==> config.mk <==
export PLATFORM = sky130hd
export DESIGN_NAME = seg7_scan_driver
export DESIGN_NICKNAME = d
export VERILOG_FILES = /design/src/rtl/seg7_pkg.sv /design/src/rtl/seg7_decode.sv /design/src/rtl/seg7_scan_driver.sv
export SDC_FILE = /design/constraint.sdc
export NUM_CORES = 1
export LEC_CHECK = 0
export BUFFER_PORTS_ARGS = -buffer_cell sky130_fd_sc_hd__buf_4
export CORE_MARGIN = 3
export CORE_UTILIZATION = 50
export CTS_CLUSTER_DIAMETER = 120
export DETAILED_ROUTE_END_ITERATION = 16
export MAX_ROUTING_LAYER = met4
export PLACE_DENSITY_LB_ADDON = 0.3
export REMOVE_ABC_BUFFERS = 1
export SYNTH_ARGS = -nofsm -noshare
export SYNTH_HDL_FRONTEND = slang
export SYNTH_SLANG_ARGS = --single-unit
==> constraint.sdc <==
create_clock -name clk -period 6.1 [get_ports clk]
set_input_delay 0.61 -clock clk [delete_from_list [all_inputs] [get_ports clk]]
set_output_delay 0.61 -clock clk [all_outputs]
set_load 0.05 [all_outputs]
==> src/rtl/seg7_pkg.sv <==
// seg7_pkg: shared constants for the multiplexed seven-segment driver.
//   CODE_W       width of one symbol code
//   SYM_*        symbol codes for the letter/punctuation glyphs
//   SEG_*        active-low segment patterns, bit order {a,b,c,d,e,f,g}
package seg7_pkg;

  localparam int CODE_W = 5;

  localparam logic [CODE_W-1:0] SYM_C     = 5'd10;
  localparam logic [CODE_W-1:0] SYM_L     = 5'd11;
  localparam logic [CODE_W-1:0] SYM_S     = 5'd12;
  localparam logic [CODE_W-1:0] SYM_D     = 5'd13;
  localparam logic [CODE_W-1:0] SYM_O     = 5'd14;
  localparam logic [CODE_W-1:0] SYM_P     = 5'd15;
  localparam logic [CODE_W-1:0] SYM_E     = 5'd16;
  localparam logic [CODE_W-1:0] SYM_N     = 5'd17;
  localparam logic [CODE_W-1:0] SYM_DASH  = 5'd18;
  localparam logic [CODE_W-1:0] SYM_BLANK = 5'd19;

  localparam logic [6:0] SEG_0     = 7'b0000001;
  localparam logic [6:0] SEG_1     = 7'b1001111;
  localparam logic [6:0] SEG_2     = 7'b0010010;
  localparam logic [6:0] SEG_3     = 7'b0000110;
  localparam logic [6:0] SEG_4     = 7'b1001100;
  localparam logic [6:0] SEG_5     = 7'b0100100;
  localparam logic [6:0] SEG_6     = 7'b0100000;
  localparam logic [6:0] SEG_7     = 7'b0001111;
  localparam logic [6:0] SEG_8     = 7'b0000000;
  localparam logic [6:0] SEG_9     = 7'b0000100;
  localparam logic [6:0] SEG_C     = 7'b0110001;
  localparam logic [6:0] SEG_L     = 7'b1110001;
  localparam logic [6:0] SEG_D     = 7'b1000010;
  localparam logic [6:0] SEG_P     = 7'b0011000;
  localparam logic [6:0] SEG_E     = 7'b0110000;
  localparam logic [6:0] SEG_N     = 7'b1101010;
  localparam logic [6:0] SEG_DASH  = 7'b1111110;
  localparam logic [6:0] SEG_BLANK = 7'b1111111;

endpackage

==> src/rtl/seg7_decode.sv <==
// seg7_decode: combinational symbol-code to segment-pattern decoder.
//   code  in  CODE_W  symbol code
//   seg   out 7       active-low segments {a,b,c,d,e,f,g}
// Unassigned codes (20..31) decode to blank.
module seg7_decode
  import seg7_pkg::*;
(
  input  logic [CODE_W-1:0] code,
  output logic [6:0]        seg
);

  always_comb begin
    seg = SEG_BLANK;
    case (code)
      5'd0:      seg = SEG_0;
      5'd1:      seg = SEG_1;
      5'd2:      seg = SEG_2;
      5'd3:      seg = SEG_3;
      5'd4:      seg = SEG_4;
      5'd5:      seg = SEG_5;
      5'd6:      seg = SEG_6;
      5'd7:      seg = SEG_7;
      5'd8:      seg = SEG_8;
      5'd9:      seg = SEG_9;
      SYM_C:     seg = SEG_C;
      SYM_L:     seg = SEG_L;
      SYM_S:     seg = SEG_5;
      SYM_D:     seg = SEG_D;
      SYM_O:     seg = SEG_0;
      SYM_P:     seg = SEG_P;
      SYM_E:     seg = SEG_E;
      SYM_N:     seg = SEG_N;
      SYM_DASH:  seg = SEG_DASH;
      default:   seg = SEG_BLANK;
    endcase
  end

endmodule

==> src/rtl/seg7_scan_driver.sv <==
// seg7_scan_driver: N-digit common-anode multiplexed seven-segment driver
// with a double-buffered frame of symbol codes.
//   clk, rst_n   clock, synchronous active-low reset
//   codes_in     NUM_DIGITS x 5-bit codes, digit 0 in the low bits (rightmost)
//   load         pulse: take codes_in as the next frame
//   blink_mask   per-digit blink enable (only with SEG7_BLINK_EN)
//   pending      a loaded frame waits for the next frame boundary
//   frame_tick   high for the cycle in which the scan wraps to digit 0
//   an           active-low digit enables, one-hot-cold
//   seg          active-low segments {a,b,c,d,e,f,g}
// Build option: define SEG7_BLINK_EN to enable per-digit blinking with a
// phase that toggles every BLINK_DIV frames.
module seg7_scan_driver
  import seg7_pkg::*;
#(
  parameter int NUM_DIGITS = 4,
  parameter int SCAN_DIV   = 50000,
  parameter int BLINK_DIV  = 25
) (
  input  logic                         clk,
  input  logic                         rst_n,
  input  logic [CODE_W*NUM_DIGITS-1:0] codes_in,
  input  logic                         load,
  input  logic [NUM_DIGITS-1:0]        blink_mask,
  output logic                         pending,
  output logic                         frame_tick,
  output logic [NUM_DIGITS-1:0]        an,
  output logic [6:0]                   seg
);

  localparam int PRESC_W = $clog2(SCAN_DIV);
  localparam int IDX_W   = $clog2(NUM_DIGITS);
  localparam int FRAME_W = CODE_W * NUM_DIGITS;

  logic [PRESC_W-1:0]    presc_q, presc_d;
  logic [IDX_W-1:0]      idx_q, idx_d;
  logic [FRAME_W-1:0]    active_q, active_d;
  logic [FRAME_W-1:0]    pbuf_q, pbuf_d;
  logic                  pending_q, pending_d;
  logic                  run_q, run_d;
  logic                  frame_tick_q, frame_tick_d;
  logic [NUM_DIGITS-1:0] an_q, an_d;
  logic [6:0]            seg_q, seg_d;

  logic [CODE_W-1:0]     cur_code;
  logic [6:0]            dec_seg;
  logic                  term, wrap, blank_now;

  // Mux the code of the currently indexed digit out of the active frame.
  always_comb begin
    cur_code = SYM_BLANK;
    for (int i = 0; i < NUM_DIGITS; i++) begin
      if (idx_q == IDX_W'(i)) cur_code = active_q[i*CODE_W +: CODE_W];
    end
  end

  seg7_decode u_decode (
    .code (cur_code),
    .seg  (dec_seg)
  );

`ifdef SEG7_BLINK_EN
  localparam int FC_W = (BLINK_DIV > 1) ? $clog2(BLINK_DIV) : 1;

  logic [FC_W-1:0] frame_cnt_q, frame_cnt_d;
  logic            phase_q, phase_d;
  logic            cur_blink;

  always_comb begin
    cur_blink = 1'b0;
    for (int i = 0; i < NUM_DIGITS; i++) begin
      if (idx_q == IDX_W'(i)) cur_blink = blink_mask[i];
    end
  end

  // Count completed frames; flip the blink phase every BLINK_DIV of them.
  always_comb begin
    frame_cnt_d = frame_cnt_q;
    phase_d     = phase_q;
    if (wrap) begin
      if (frame_cnt_q == FC_W'(BLINK_DIV - 1)) begin
        frame_cnt_d = '0;
        phase_d     = ~phase_q;
      end else begin
        frame_cnt_d = frame_cnt_q + FC_W'(1);
      end
    end
  end

  always_ff @(posedge clk) begin
    if (!rst_n) begin
      frame_cnt_q <= '0;
      phase_q     <= 1'b0;
    end else begin
      frame_cnt_q <= frame_cnt_d;
      phase_q     <= phase_d;
    end
  end

  assign blank_now = phase_q & cur_blink;
`else
  logic unused_blink_mask;
  assign unused_blink_mask = ^blink_mask;
  assign blank_now         = 1'b0;
`endif

  always_comb begin
    term = (presc_q == PRESC_W'(SCAN_DIV - 1));
    wrap = term && (idx_q == IDX_W'(NUM_DIGITS - 1));

    presc_d = term ? '0 : presc_q + PRESC_W'(1);
    idx_d   = idx_q;
    if (term) idx_d = wrap ? '0 : idx_q + IDX_W'(1);

    // Registered so that it is high exactly while the wrap is about to happen.
    frame_tick_d = (presc_d == PRESC_W'(SCAN_DIV - 1)) &&
                   (idx_d == IDX_W'(NUM_DIGITS - 1));

    // A load on the wrap cycle bypasses the pending buffer entirely.
    active_d  = active_q;
    pbuf_d    = pbuf_q;
    pending_d = pending_q;
    if (load && wrap) begin
      active_d  = codes_in;
      pending_d = 1'b0;
    end else if (load) begin
      pbuf_d    = codes_in;
      pending_d = 1'b1;
    end else if (wrap && pending_q) begin
      active_d  = pbuf_q;
      pending_d = 1'b0;
    end

    // run_q holds the display dark for the first cycle after reset release.
    run_d = 1'b1;
    an_d  = '1;
    seg_d = SEG_BLANK;
    if (run_q) begin
      an_d  = ~(NUM_DIGITS'(1) << idx_q);
      seg_d = blank_now ? SEG_BLANK : dec_seg;
    end
  end

  always_ff @(posedge clk) begin
    if (!rst_n) begin
      presc_q      <= '0;
      idx_q        <= '0;
      active_q     <= {NUM_DIGITS{SYM_BLANK}};
      pbuf_q       <= {NUM_DIGITS{SYM_BLANK}};
      pending_q    <= 1'b0;
      run_q        <= 1'b0;
      frame_tick_q <= 1'b0;
      an_q         <= '1;
      seg_q        <= SEG_BLANK;
    end else begin
      presc_q      <= presc_d;
      idx_q        <= idx_d;
      active_q     <= active_d;
      pbuf_q       <= pbuf_d;
      pending_q    <= pending_d;
      run_q        <= run_d;
      frame_tick_q <= frame_tick_d;
      an_q         <= an_d;
      seg_q        <= seg_d;
    end
  end

  assign pending    = pending_q;
  assign frame_tick = frame_tick_q;
  assign an         = an_q;
  assign seg        = seg_q;

endmodule

==> flow_metrics.tcl <==
set metrics [dict create \
    status "complete, no violations" \
    hpwl_mm 5.30 \
    finalNetCount 481 \
    arrival_ns 3.03 \
    synthToLayoutAreaGrowth_pct 12.3 \
    synth_seq_cells 72 \
    drc 0 \
    drtAntennaViolNets 0 \
    min_path_cells 2 \
    grt_max_degree 53 \
    synth.area.top_cells "dfxtp_1 (39%), mux2i_1 (5.9%), ha_1 (4.0%)" \
    vias_per_cell 5.60 \
    yosysMostFrequentCell "dfxtp_1" \
    final_util_pct 59.9 \
    netlist-cell-type-count 58 \
    fin_skew_ns 0.0102 \
    critPathMaxFanout 6 \
    wl_mm 7.80 \
    clock_latency_ns 0.35 \
    power_density_nw_per_um2 227 \
    cts_root_buffer "clkbuf_8" \
    synth_cells 423 \
    synth_area_um2 3740 \
    cts_buffers 9 \
    period_share_pct 46.2 \
    cts_tree "done" \
    die_h_um 92.5 \
    antenna_found_initial 0 \
    fin_ws_ns 3.28 \
    ctsHoldBuffers 0 \
    crit_required_ns 6.32 \
    synth_edf_count 0 \
    yosysWarnings 0 \
    ctsResizeCount 0 \
    start_util_pct 53.3 \
    yosysTopAreaCell "dfxtp_1" \
    drive_gt1_share_pct 15.7 \
    endpoint_kind "register" \
    pre_cts_slack_ns 3.30 \
    io_buffers 35 \
    postCtsSetupBuffers 0 \
    setup_viol 0 \
    leakage_nw 1.79 \
    syn_area_per_cell_um2 8.84 \
    peakVddDrop_mv 0.137 \
    dr.pass1.iters 4 \
    dpl.cell_count 527 \
    dpl_cell_area_um2 3990 \
    final-hold-violation-count 0 \
    startpoint_type "register" \
    clock_path_buffers 2 \
    tightest_slew_ns 0.914 \
    nFillCells 628 \
    min_period_ns 2.82 \
    rsz0062_at_grt "no" \
    min_path_type "register to register" \
    coreArea_um2 7020 \
    slew_violations 0 \
    chipWidth_um 92.5 \
    maxCapViolCount 0 \
    track_usage_pct 20.1 \
    stdcell_area_um2 4200 \
    wl_per_cell_um 14.4 \
    async_flop_share_pct 0 \
    power.total_mw 0.956 \
    io_pins 40 \
    instances_no_fill 543 \
    finalSetupTns_ns 0 \
    cts.sink_count 72 \
    whs_ns 0.472 \
    die-area_um2 8550 \
    ys.flop_type "dfxtp_1" \
    synth_top_cell_area_share_pct 38.5 \
    overflow 0 \
    synth_seq_area_share_pct 38.5 \
    row_count 30 \
    cts.clk_slew.worst_paths_ns 0.08 \
    vias 3042 \
    max_slew_margin_pct 39.0 \
    synth_commonest_cells "dfxtp_1 (72), nand2_1 (39), nor2_1 (30), inv_1 (29), mux2i_1 (22)" \
    grt_first_pass_wirelength_mm 13.8 \
    drtIter0Drc 160 \
    critPathKind "register to register" \
    fmax_mhz 355 \
    antenna_cells 0 \
    rr_worst_depth 10 \
    htree_num_levels 3 \
    routabilityCongestion 0.860 \
    grt_pass1_vias 2950 \
]
logic make-up after synthesis:
logic type / Yosys count / synth area share [%]
adder cells (fa/ha/maj): 12 / 4.01
XOR/XNOR: 14 / 3.28
buffers and inverters: 57 / 6.89
AO/OA/AOI/OAI: 89 / 18.6
AND/OR/NAND/NOR: 157 / 22.8
multiplexers: 22 / 5.89
flip-flops: 72 / 38.5
final timing paths:
path,from,end,slack (ns)
setup / recovery,idx_q[0]$_SDFF_PN0_,seg[0]$_SDFF_PN1_,3.28
hold / removal,pbuf_q[19]$_SDFFE_PN1P_,pbuf_q[19]$_SDFFE_PN1P_,0.47
setup reg to reg,idx_q[0]$_SDFF_PN0_,seg[0]$_SDFF_PN1_,3.28
hold reg to reg,pbuf_q[19]$_SDFFE_PN1P_,pbuf_q[19]$_SDFFE_PN1P_,0.47
power breakdown:
part	internal (mW)	leakage [nW]	total [mW]	switching, mW
clock network	0.222	0.109	0.403	0.180
logic	0.0293	1.10	0.0633	0.0340
registers	0.480	0.587	0.490	0.00951
total	0.732	1.79	0.956	0.224
layout make-up:
cell class	count	area (um2)	area share [%]
inverters	29	109	2.59
clock inverters	4	51.3	1.22
clock buffers	12	165	3.93
well taps	96	120	2.86
repair buffers	36	270	6.43
multi-input cells	294	2040	48.7
flip-flops and latches	72	1440	34.3
registers in the layout, indices dropped and copies added, names as in the netlist:
name,count
active_q,20
run_q,1
pending,1
an,4
idx_q,2
frame_tick,1
pbuf_q,20
presc_q,16
seg,7
worst max-delay path, cell delays in order, from the launching register on:
cell and delay (ns):
dfxtp_1 0.35, inv_1 0.11, ha_1 0.27, inv_1 0.10, o311ai_1 0.53, and2_1 0.33
inv_1 0.11, ha_1 0.20, nand2b_1 0.14, a2111oi_0 0.42, nor3_1 0.13
metal layers:
| layer | routed length (um) | GRT usage, % | vias up |
|---|---|---|---|
| li1 | - | - | 1542 |
| met1 | 3840 | 26.4 | 1430 |
| met2 | 3540 | 30.9 | 58 |
| met3 | 304 | 3.25 | 12 |
| met4 | 121 | 8.29 | 0 |
| met5 | 0 | - | - |
cells in the final DEF, fill, tap and decap left out, types with 5 or more instances in the layout:
cell type and instances:
inv_1 29, xor2_1 9, o221a_2 7, nand2_1 39, nor2_1 30, o221ai_1 13, dfxtp_1 72, buf_4 36
and3_1 20, a21oi_1 16, clkbuf_8 12, nor2b_1 11, a21boi_0 5, o21a_1 7, nand2b_1 7, ha_1 12
and2_1 7, nand3_1 14, mux2i_1 22, a31oi_1 7, xnor2_1 5
(Power assumes the default switching activity.)
